--- config.mk ---
export PLATFORM = sky130hd
export DESIGN_NAME = mem_access_ctrl
export DESIGN_NICKNAME = d
export VERILOG_FILES = /design/src/rtl/mem_access_ctrl.sv
export SDC_FILE = /design/constraint.sdc
export NUM_CORES = 1
export LEC_CHECK = 0
export ABC_AREA = 1
export BUFFER_PORTS_ARGS = -buffer_cell sky130_fd_sc_hd__clkbuf_2
export CORE_ASPECT_RATIO = 0.5
export CORE_MARGIN = 4
export CORE_UTILIZATION = 50
export DETAILED_ROUTE_END_ITERATION = 7
export PLACE_DENSITY = 0.92
export SKIP_LAST_GASP = 1
export SLEW_MARGIN = 40
export SYNTH_ARGS = -nofsm -noshare
export SYNTH_HDL_FRONTEND = slang
export SYNTH_SLANG_ARGS = --single-unit
--- constraint.sdc ---
create_clock -name clk -period 4 [get_ports clk]
set_clock_uncertainty 0.15 [all_clocks]
set_input_delay 0.4 -clock clk [delete_from_list [all_inputs] [get_ports clk]]
set_output_delay 0.4 -clock clk [all_outputs]
set_load 0.05 [all_outputs]
--- src/rtl/mem_access_ctrl.sv ---
// Byte/halfword/word access controller between a CPU load/store port and a
// word-wide memory; sub-word stores become read-modify-write sequences.
module mem_access_ctrl #(
  parameter int unsigned TIMEOUT = 255
) (
  input  logic        clk,
  input  logic        rstn,
  input  logic        cpu_req,
  input  logic        cpu_we,
  input  logic [2:0]  cpu_load,
  input  logic [1:0]  cpu_store,
  input  logic [31:0] cpu_addr,
  input  logic [31:0] cpu_wdata,
  output logic [31:0] cpu_rdata,
  output logic        cpu_stall,
  output logic        cpu_done,
  output logic        cpu_err,
  output logic        mem_req,
  output logic        mem_we,
  output logic [31:0] mem_addr,
  output logic [31:0] mem_wdata,
  input  logic [31:0] mem_rdata,
  input  logic        mem_ack
);

  typedef enum logic [1:0] {IDLE, RD, WR, DONE} state_e;

  localparam logic [2:0] LD_LW  = 3'b000;
  localparam logic [2:0] LD_LB  = 3'b001;
  localparam logic [2:0] LD_LBU = 3'b010;
  localparam logic [2:0] LD_LH  = 3'b011;
  localparam logic [2:0] LD_LHU = 3'b100;
  localparam logic [1:0] ST_SW  = 2'b00;
  localparam logic [1:0] ST_SB  = 2'b01;
  localparam logic [1:0] ST_SH  = 2'b10;

  // Abort fires on the cycle the count would reach TIMEOUT.
  localparam logic [7:0] WDOG_LAST = 8'(TIMEOUT - 1);

  state_e      state_q, state_d;
  logic [31:0] rdata_q, rdata_d;
  logic [31:0] wbuf_q, wbuf_d;
  logic [7:0]  wdog_q, wdog_d;
  logic        err_q, err_d;

  logic        access_err;
  logic [7:0]  lane_byte;
  logic [15:0] lane_half;
  logic [31:0] load_ext;
  logic [31:0] merged;

  // Illegal codes and misalignment are rejected before touching memory.
  always_comb begin
    access_err = 1'b0;
    if (cpu_we) begin
      case (cpu_store)
        ST_SW:   access_err = (cpu_addr[1:0] != 2'b00);
        ST_SB:   access_err = 1'b0;
        ST_SH:   access_err = cpu_addr[0];
        default: access_err = 1'b1;
      endcase
    end else begin
      case (cpu_load)
        LD_LW:          access_err = (cpu_addr[1:0] != 2'b00);
        LD_LB, LD_LBU:  access_err = 1'b0;
        LD_LH, LD_LHU:  access_err = cpu_addr[0];
        default:        access_err = 1'b1;
      endcase
    end
  end

  always_comb begin
    lane_byte = mem_rdata[{cpu_addr[1:0], 3'b000} +: 8];
    lane_half = cpu_addr[1] ? mem_rdata[31:16] : mem_rdata[15:0];
    case (cpu_load)
      LD_LB:   load_ext = {{24{lane_byte[7]}}, lane_byte};
      LD_LBU:  load_ext = {24'h0, lane_byte};
      LD_LH:   load_ext = {{16{lane_half[15]}}, lane_half};
      LD_LHU:  load_ext = {16'h0, lane_half};
      default: load_ext = mem_rdata;
    endcase
  end

  always_comb begin
    merged = mem_rdata;
    if (cpu_store == ST_SB) begin
      merged[{cpu_addr[1:0], 3'b000} +: 8] = cpu_wdata[7:0];
    end else begin
      merged[{cpu_addr[1], 4'b0000} +: 16] = cpu_wdata[15:0];
    end
  end

  // NOTE: every variable gets its hold value first so no path infers a latch.
  always_comb begin
    state_d = state_q;
    rdata_d = rdata_q;
    wbuf_d  = wbuf_q;
    wdog_d  = wdog_q;
    err_d   = err_q;
    case (state_q)
      IDLE: begin
        if (cpu_req) begin
          err_d  = access_err;
          wdog_d = 8'd0;
          if (access_err)                          state_d = DONE;
          else if (cpu_we && cpu_store == ST_SW)   state_d = WR;
          else                                     state_d = RD;
        end
      end
      RD: begin
        if (mem_ack) begin
          wdog_d = 8'd0;
          if (cpu_we) begin
            wbuf_d  = merged;
            state_d = WR;
          end else begin
            rdata_d = load_ext;
            state_d = DONE;
          end
        end else if (wdog_q == WDOG_LAST) begin
          err_d   = 1'b1;
          state_d = DONE;
        end else begin
          wdog_d = wdog_q + 8'd1;
        end
      end
      WR: begin
        if (mem_ack) begin
          state_d = DONE;
        end else if (wdog_q == WDOG_LAST) begin
          err_d   = 1'b1;
          state_d = DONE;
        end else begin
          wdog_d = wdog_q + 8'd1;
        end
      end
      default: state_d = IDLE;
    endcase
  end

  // NOTE: state registers use non-blocking assignments so all flops update
  // together on the edge regardless of statement order.
  always_ff @(posedge clk) begin
    if (!rstn) begin
      state_q <= IDLE;
      rdata_q <= 32'h0;
      wbuf_q  <= 32'h0;
      wdog_q  <= 8'd0;
      err_q   <= 1'b0;
    end else begin
      state_q <= state_d;
      rdata_q <= rdata_d;
      wbuf_q  <= wbuf_d;
      wdog_q  <= wdog_d;
      err_q   <= err_d;
    end
  end

  assign mem_req   = (state_q == RD) || (state_q == WR);
  assign mem_we    = (state_q == WR);
  assign mem_addr  = {cpu_addr[31:2], 2'b00};
  assign mem_wdata = (cpu_store == ST_SW) ? cpu_wdata : wbuf_q;
  assign cpu_done  = (state_q == DONE);
  assign cpu_err   = cpu_done && err_q;
  assign cpu_stall = cpu_req && !cpu_done;
  assign cpu_rdata = rdata_q;

endmodule

# After elaboration in Yosys (flattened, before gate mapping)
# Cells that the tools add are included.
classes:
  add_sub_neg: 3
  n_eq_ne: 14
  n_shift: 5
  n_mux: 26
  bitwise: 1
  reduce_logical: 18
ops:
  columns: ["cell", "n"]
  rows:
  - ["32-bit case mux with 4 select lines", 1]
  - ["32-bit bitwise mux", 2]
  - ["32-bit 2-to-1 mux", 2]
  - ["8-bit 2-to-1 mux", 4]
  - ["16-bit by 7-bit variable shift with 32-bit output (first input constant)", 1]
  - ["8-bit by 7-bit variable shift with 32-bit output (first input constant)", 1]
  - ["16-bit by 7-bit indexed part select with 32-bit output", 1]
  - ["32-bit by 6-bit indexed part select with 8-bit output", 1]
  - ["8-bit by 7-bit indexed part select with 32-bit output", 1]
  - ["8-bit case mux with 3 select lines", 1]
  - ["16-bit 2-to-1 mux", 1]
  - ["5-bit negator with 7-bit output", 2]
  - ["2-bit 2-to-1 mux", 6]
  - ["3-bit AND reduction", 3]
  - ["8-bit by 1-bit adder with 8-bit output (second input constant)", 1]
  - ["8-bit equality test (second input constant)", 1]
  - ["2-bit equality test (second input constant)", 3]
  - ["3-bit by 2-bit equality test with 1-bit output (second input constant)", 2]
  - ["2-bit inequality test (second input constant)", 3]
  - ["1-bit case mux with 3 select lines", 2]
  - ["2-bit case mux with 3 select lines", 1]
  - ["2-bit OR reduction", 3]
  - ["1-bit 2-to-1 mux", 5]
  - ["2-bit by 1-bit equality test with 1-bit output (second input constant)", 2]
  - ["other kinds (13)", 17]
totals:
  reg_bits: 75
  in_bits: 106
  out_inout_bits: 101
  wordCells: 72

# Longest topological paths before layout
# Gate-level depths: netlist (run 1).
depth:
  word_depth: 7
  ltp_mapped: 14
  depth_no_buf: 11

# Least setup slack after synthesis (run 1)
# OpenSTA, ideal clock, no wires.
synth_timing:
  path_type: "input to output"
  startpoint: "input port cpu_store[1]"
  endpoint: "output port mem_wdata[0]"
  t_arrival_ns: 2.162
  required_ns: 3.450
  path_slack_ns: 1.288
  stages: 4
  n_path_buf: 1
  cell_sequence: "nor2_1 inv_1 clkbuf_1 o21ai_0"
synth_via:
  elab_chain_len: 2
synth_lines:
  columns: ["element", "line", "text"]
  rows:
  - ["from (decl)", "11", "input logic [1:0] cpu_store,"]
  - ["2-bit zero test", "162", "assign mem_wdata = (cpu_store == ST_SW) ? cpu_wdata : wbuf_q;"]
  - ["32-bit 2-to-1 mux", "162", null]
  - ["to (decl)", "21", "output logic [31:0] mem_wdata,"]
# No other way between the ends.

# Worst setup path in the final report (run 1)
layout_timing:
  startpoint: "input port cpu_addr[0]"
  endpoint: "register state_q[1]"
layout_via:
  elab_chain_len: 6
  elab_cells_between_ends: 7
  classes_between: "mux (6); reduce/logical (1)"
layout_lines:
  columns: ["element", "line", "text"]
  rows:
  - ["from (decl)", "12", "input logic [31:0] cpu_addr,"]
  - ["2-bit nonzero test", "57, 64", null]
  - ["1-bit case mux with 3 select lines, on equally long branches", "63, 56", null]
  - ["1-bit 2-to-1 mux *", "55", "if (cpu_we) begin"]
  - ["2-bit 2-to-1 mux *", "105", "if (access_err) state_d = DONE;"]
  - ["2-bit 2-to-1 mux *", "102", "if (cpu_req) begin"]
  - ["2-bit case mux with 3 select lines *", "100", "case (state_q)"]
  - ["to (signal assigned)", "151", "state_q <= state_d;"]
  - ["to (decl)", "40", "state_e state_q, state_d;"]
# Mark *: on every way between the ends. The rest lies on a longest branch, timed or not. The select of a mux whose other input is x is not followed.
# A chain may end at the register's enable or synchronous reset.

==> results.sh, run 1 <==
export IMPL_yosysTopAreaCell="dfxtp_1"
export IMPL_gr_total_overflow=0
export IMPL_cts_reportedPaths_clkPinSlew_ps=60
export IMPL_rsz0062_at_grt="false"
export IMPL_final_common_cell="nand2_1"
export IMPL_cts_tree="yes"
export IMPL_synth_ff_type="dfxtp_1"
export IMPL_hold_buffers=0
export IMPL_start_util=0.5125
export IMPL_rr_worst_depth=7
export IMPL_synth_edf_count=0
export IMPL_min_period_over_period=0.6514
export IMPL_yosys_register_bits=75
export IMPL_cts_max_level=3
export IMPL_postLayoutCoreUtil=0.5789
export IMPL_design_core_area_sq_um=10980
export IMPL_netlist_instances=894
export IMPL_hp_start="mem_rdata[15]"
export IMPL_timing_fmax_mhz=383.8
export IMPL_syn_area_sq_um=5627
export IMPL_synth_top_area_share=0.2668
export IMPL_rows=27
export IMPL_globalRouteMet3Util=0.06195
export IMPL_max_cap_violations=0
export IMPL_dp_cells=1105
export IMPL_met1_usage=0.3629
export IMPL_r2r_end="cpu_rdata[12]$_SDFFE_PN0P_"
export IMPL_holdCritPathClass="in -> reg"
export IMPL_crit_path_max_fanout=41
export IMPL_syn2layout_area_growth_pct=12.96
export IMPL_root_buffer="clkbuf_16"
export IMPL_yosysUniqueCellTypes=43
export IMPL_hold_viol=0
export IMPL_hold_depth=3
export IMPL_crit_top_cell="nand2_1"
export IMPL_cts_resized=0
export IMPL_leakage_uw=0.003144
export IMPL_status="finished clean"
export IMPL_finalPower_uw=2856
export IMPL_synth_area_leaders="dfxtp_1, nand2_1, o21ai_0, inv_1, a21oi_1"
export IMPL_worst_pin_slew_ps=841.1
export IMPL_drtIter0Drc=805
export IMPL_busiest_layer="met2"
export IMPL_final_area_sq_um=6356
export IMPL_dieArea_sq_um=13120
export IMPL_layout_common_cells="nand2_1, clkbuf_2, o21ai_0"
export IMPL_max_vdd_ir_drop_mv=0.1964
export IMPL_cp_start_kind="input port"
export IMPL_fin_nets=1089
export IMPL_grt_total_usage=0.2749
export IMPL_routabilityCongestion=0.9625
export IMPL_via_count=6533
export IMPL_ant_nets=0
export IMPL_max_stage_delay_ps=420
export IMPL_powerDensity_nw_per_um2=449.3
export IMPL_grt_pass1_vias=5941
export IMPL_clockBufferDepth=2
export IMPL_hold_end="cpu_rdata[15]$_SDFFE_PN0P_"
export IMPL_die_x_um=158.0
export IMPL_cts_buffers=9
export IMPL_cp_data_required_time_ps=4050
export IMPL_io_pins=207
export IMPL_ys_seq_area_frac=0.2668
export IMPL_dr_pass1_iters=6
export IMPL_cp_slowest_cell="clkbuf_2"
export IMPL_slew_viol_final=0
export IMPL_syn_area_per_cell_sq_um=6.294
export IMPL_cpLargestDelayFamily="buffers and inverters"
export IMPL_grt_max_degree=60
export IMPL_cts_sinks=75
export IMPL_post_drt_wl_per_cell_um=16.65
export IMPL_die_h_um=83.01
export IMPL_path_cells="clkbuf_2, inv_1, ha_1, clkinv_1, nand3_1, nand3_1, nand2_1, nand2_1, nand2_1, nand2_1, nand2_1, a21oi_1"
export IMPL_place_area_sq_um=6086
export IMPL_yosysWarningCount=0
export IMPL_r2r_start="state_q[1]$_SDFFE_PN0P_"
export IMPL_path_class="in -> reg"
export IMPL_endpoint_kind="flop"
export IMPL_critPathArrivalTime_ps=2660
export IMPL_finalSetupViolations=0
export IMPL_fin_setup_tns_ps=0
export IMPL_slew_headroom=0.4393
export IMPL_multiInputGateArea_sq_um=3284
export IMPL_synthArstFlopShare=0
export IMPL_wl_um=18640
export IMPL_n_fill_cell=1073
export IMPL_regArea_sq_um=1501
export IMPL_grt_util_met2=0.4337
export IMPL_port_buffers=144
export IMPL_diodes=0
export IMPL_rrSetupSlack_ps=1670
export IMPL_dpl_hpwl_um=13430
export IMPL_antenna_found_initial=0
export IMPL_vias_per_cell=5.838
export IMPL_post_cts_setup_buffer_count=0
export IMPL_drc=0
export IMPL_layoutNonFillerInstCount=1119
export IMPL_crit_buf_inv=3
export IMPL_drive_gt1_frac=0.2156
export IMPL_period_minus_slack_ps=2606
export IMPL_clk_latency_ps=340
export IMPL_grt_pass1_wl_um=29500
worst max-delay path by stage:
| stage | start | to | cells after the start |
|---|---|---|---|
| finish | cpu_addr[0] | state_q[1]$_SDFFE_PN0P_ | 12 |
| global route | cpu_addr[0] | state_q[0]$_SDFFE_PN0P_ | 12 |
| CTS | cpu_addr[0] | state_q[1]$_SDFFE_PN0P_ | 12 |
| detailed placement | cpu_addr[0] | state_q[1]$_SDFFE_PN0P_ | 12 |
| global placement | cpu_store[1] | mem_wdata[6] | 6 |
| floorplan | cpu_store[1] | mem_wdata[0] | 4 |
cell type report:
cell class / instances / share of cell area
multi-input combinational: 641 / 0.5167
sequential: 75 / 0.2362
timing repair buffer: 150 / 0.1205
inverter: 94 / 0.05591
clock buffer: 11 / 0.03976
tap: 145 / 0.02854
clock inverter: 3 / 0.002362
cells by family (layout without fill, tap and decap cells):
kind of cell / count (synthesis) / in the layout / share of synthesized area
AO/OA/AOI/OAI: 271 / 271 / 0.2869
XOR/XNOR: 5 / 5 / 0.007783
adder cells (fa/ha/maj): 12 / 12 / 0.02668
buffers and inverters: 179 / 258 / 0.1525
flip-flops: 75 / 75 / 0.2668
other: 1 / 2 / 0.0006665
AND/OR/NAND/NOR: 351 / 351 / 0.2586
worst min-delay path, stage by stage:
cell and delay, ps:
clkbuf_2 100, nand2_1 60, a41oi_1 100
cell usage after synthesis (2+ instances only):
| cell | number |
|---|---|
| buf_6 | 2 |
| nand4_1 | 3 |
| o21ai_0 | 98 |
| xor2_1 | 4 |
| nor2_2 | 13 |
| buf_4 | 34 |
| dfxtp_1 | 75 |
| o2111ai_1 | 7 |
| a21oi_1 | 57 |
| nand2_2 | 3 |
| nand2_1 | 229 |
| o21ai_1 | 16 |
| inv_1 | 85 |
| buf_1 | 2 |
| ha_1 | 12 |
| buf_2 | 11 |
| a31oi_1 | 7 |
| nand3_1 | 18 |
| nor3_2 | 2 |
| clkbuf_1 | 34 |
| o21ai_2 | 11 |
| a41oi_1 | 7 |
| nor2_1 | 71 |
| o221ai_1 | 6 |
| inv_2 | 6 |
| o211ai_1 | 37 |
| clkinv_1 | 2 |
| nor3_1 | 7 |
| o22ai_1 | 21 |
per-stage QoR:
step	hold WS [ps]	setup slack [ps]
2_1_floorplan	295.4	1288
3_3_place_gp	306.4	1240
3_5_place_dp	309.8	1136
4_1_cts	218.9	1456
5_1_grt	247.6	1164
6_report	226.7	1394
report_power, final:
part           switching, uW  internal, uW
clock network            312           444
logic                    880           305
registers               63.2           852
sequential cells by signal (all words and copies together), names as in the netlist:
register / count
wbuf_q: 32
wdog_q: 8
cpu_rdata: 32
err_q: 1
state_q: 2
per-layer routing:
layer / routed length, um / up-vias / share of wire
li1: - / 3098 / -
met1: 7537 / 2926 / 0.40
met2: 8350 / 417 / 0.45
met3: 2033 / 92 / 0.11
met4: 714 / 0 / 0.038
met5: 0 / - / 0
(Power assumes the default switching activity.)
==> inputs of run 2 (changes only) <==
clock period = 2.45 ns   (was 4 ns; I/O delays follow)
==> results.sh, run 2 (synthesis gave the netlist of run 1 again) <==
export IMPL_n_fill_cell=1004
export IMPL_dieArea_sq_um=13120
export IMPL_ant_nets=0
export IMPL_port_buffers=144
export IMPL_clk_latency_ps=350
export IMPL_critPathArrivalTime_ps=2230
export IMPL_post_drt_wl_per_cell_um=16.21
export IMPL_crit_top_cell="nand2_1"
export IMPL_antenna_found_initial=0
export IMPL_finalPower_uw=4910
export IMPL_via_count=6578
export IMPL_grt_pass1_vias=6042
export IMPL_rsz0062_at_grt="false"
export IMPL_cts_tree="yes"
export IMPL_cts_reportedPaths_clkPinSlew_ps=60
export IMPL_dr_pass1_iters=8
export IMPL_hold_buffers=0
export IMPL_clockBufferDepth=2
export IMPL_multiInputGateArea_sq_um=3282
export IMPL_regArea_sq_um=1501
export IMPL_violations="design-rule violations"
export IMPL_final_common_cell="nand2_1"
export IMPL_start_util=0.5125
export IMPL_syn2layout_area_growth_pct=15.79
export IMPL_cp_data_required_time_ps=2580
export IMPL_hold_viol=0
export IMPL_grt_total_usage=0.2737
export IMPL_post_cts_setup_buffer_count=0
export IMPL_die_x_um=158.0
export IMPL_grt_max_degree=68
export IMPL_design_core_area_sq_um=10980
export IMPL_cts_resized=0
export IMPL_cp_start_kind="flop"
export IMPL_routabilityCongestion=0.9359
export IMPL_wl_um=18300
export IMPL_finalSetupViolations=0
export IMPL_dpl_hpwl_um=13340
export IMPL_max_cap_violations=0
export IMPL_grt_pass1_wl_um=29390
export IMPL_drtIter0Drc=980
export IMPL_min_period_over_period=0.8551
export IMPL_fin_setup_tns_ps=0
export IMPL_max_stage_delay_ps=400
export IMPL_root_buffer="clkbuf_16"
export IMPL_die_h_um=83.01
export IMPL_leakage_uw=0.003213
export IMPL_powerDensity_nw_per_um2=753.7
export IMPL_period_minus_slack_ps=2095
export IMPL_path_cells="inv_1, ha_1, nand2_1, nand2_1, a21oi_1, inv_1, nor2_2, nand2_1, a21oi_1"
export IMPL_gr_total_overflow=0
export IMPL_holdCritPathClass="in -> reg"
export IMPL_dp_cells=1113
export IMPL_path_class="reg -> reg"
export IMPL_layout_common_cells="nand2_1, clkbuf_2, o21ai_0"
export IMPL_cts_max_level=3
export IMPL_status="finished with violations"
export IMPL_crit_buf_inv=2
export IMPL_endpoint_kind="flop"
export IMPL_cpLargestDelayFamily="simple AND/OR/NAND/NOR gates"
export IMPL_slew_viol_final=0
export IMPL_diodes=0
export IMPL_cts_sinks=75
export IMPL_rows=27
export IMPL_hold_slack_ps=57.61
export IMPL_io_pins=207
export IMPL_crit_path_max_fanout=8
export IMPL_cts_buffers=9
export IMPL_layoutNonFillerInstCount=1129
export IMPL_fin_nets=1097
export IMPL_timing_fmax_mhz=477.3
export IMPL_drc=3
export IMPL_cp_slowest_cell="dfxtp_1"
export IMPL_drive_gt1_frac=0.2215
export IMPL_vias_per_cell=5.826
export IMPL_max_vdd_ir_drop_mv=0.3141
export IMPL_pre_cts_ws_ps=392.0
export IMPL_worst_slack_ps=355.0
==> run 2: worst reg2reg max path: stages, from the launching register on <==
cell and delay [ps]:
dfxtp_1 400, inv_1 120, ha_1 250, nand2_1 100, nand2_1 80, a21oi_1 230, inv_1 200, nor2_2 270
nand2_1 110, a21oi_1 120
==> run 2: through the flow <==
step,util,instance area [sq um]
2_1_floorplan,-,5630
4_1_cts,0.5934,6515
3_5_place_dp,0.5644,6197
6_report,0.5934,6515
3_3_place_gp,0.5643,6196
5_1_grt,0.5934,6515
==> run 2: worst paths after layout <==
check	from	end	slack, ps	cells past startpoint
worst max register to register	state_q[0]$_SDFFE_PN0P_	wdog_q[6]$_SDFFE_PN0P_	350	9
worst min register to register	wbuf_q[2]$_SDFFE_PN0P_	wbuf_q[2]$_SDFFE_PN0P_	320	2
worst max-delay path	state_q[0]$_SDFFE_PN0P_	wdog_q[6]$_SDFFE_PN0P_	350	9
worst min-delay path	mem_rdata[15]	cpu_rdata[15]$_SDFFE_PN0P_	60	3
==> run 2: area by class of cell <==
class                   count  share of cell area
well taps                 145             0.02785
multi-input cells         641              0.5037
clock buffers              10             0.03515
flip-flops and latches     75              0.2305
repair buffers            158              0.1344
clock inverters             6             0.01364
inverters                  94             0.05473
==> run 2: power breakdown <==
group / leakage [uW] / switching (uW) / total, uW / internal (uW)
registers: 0.000608 / 107 / 1500 / 1390
logic: 0.00246 / 1450 / 1970 / 521
clock network: 0.000149 / 551 / 1440 / 894
==> run 2: per-layer routing <==
metal,vias up,GRT usage,share of wire
met5,-,0,0
met4,0,0.1254,0.040
met3,106,0.07080,0.11
met2,410,0.4360,0.45
met1,2951,0.3467,0.40
li1,3111,-,-
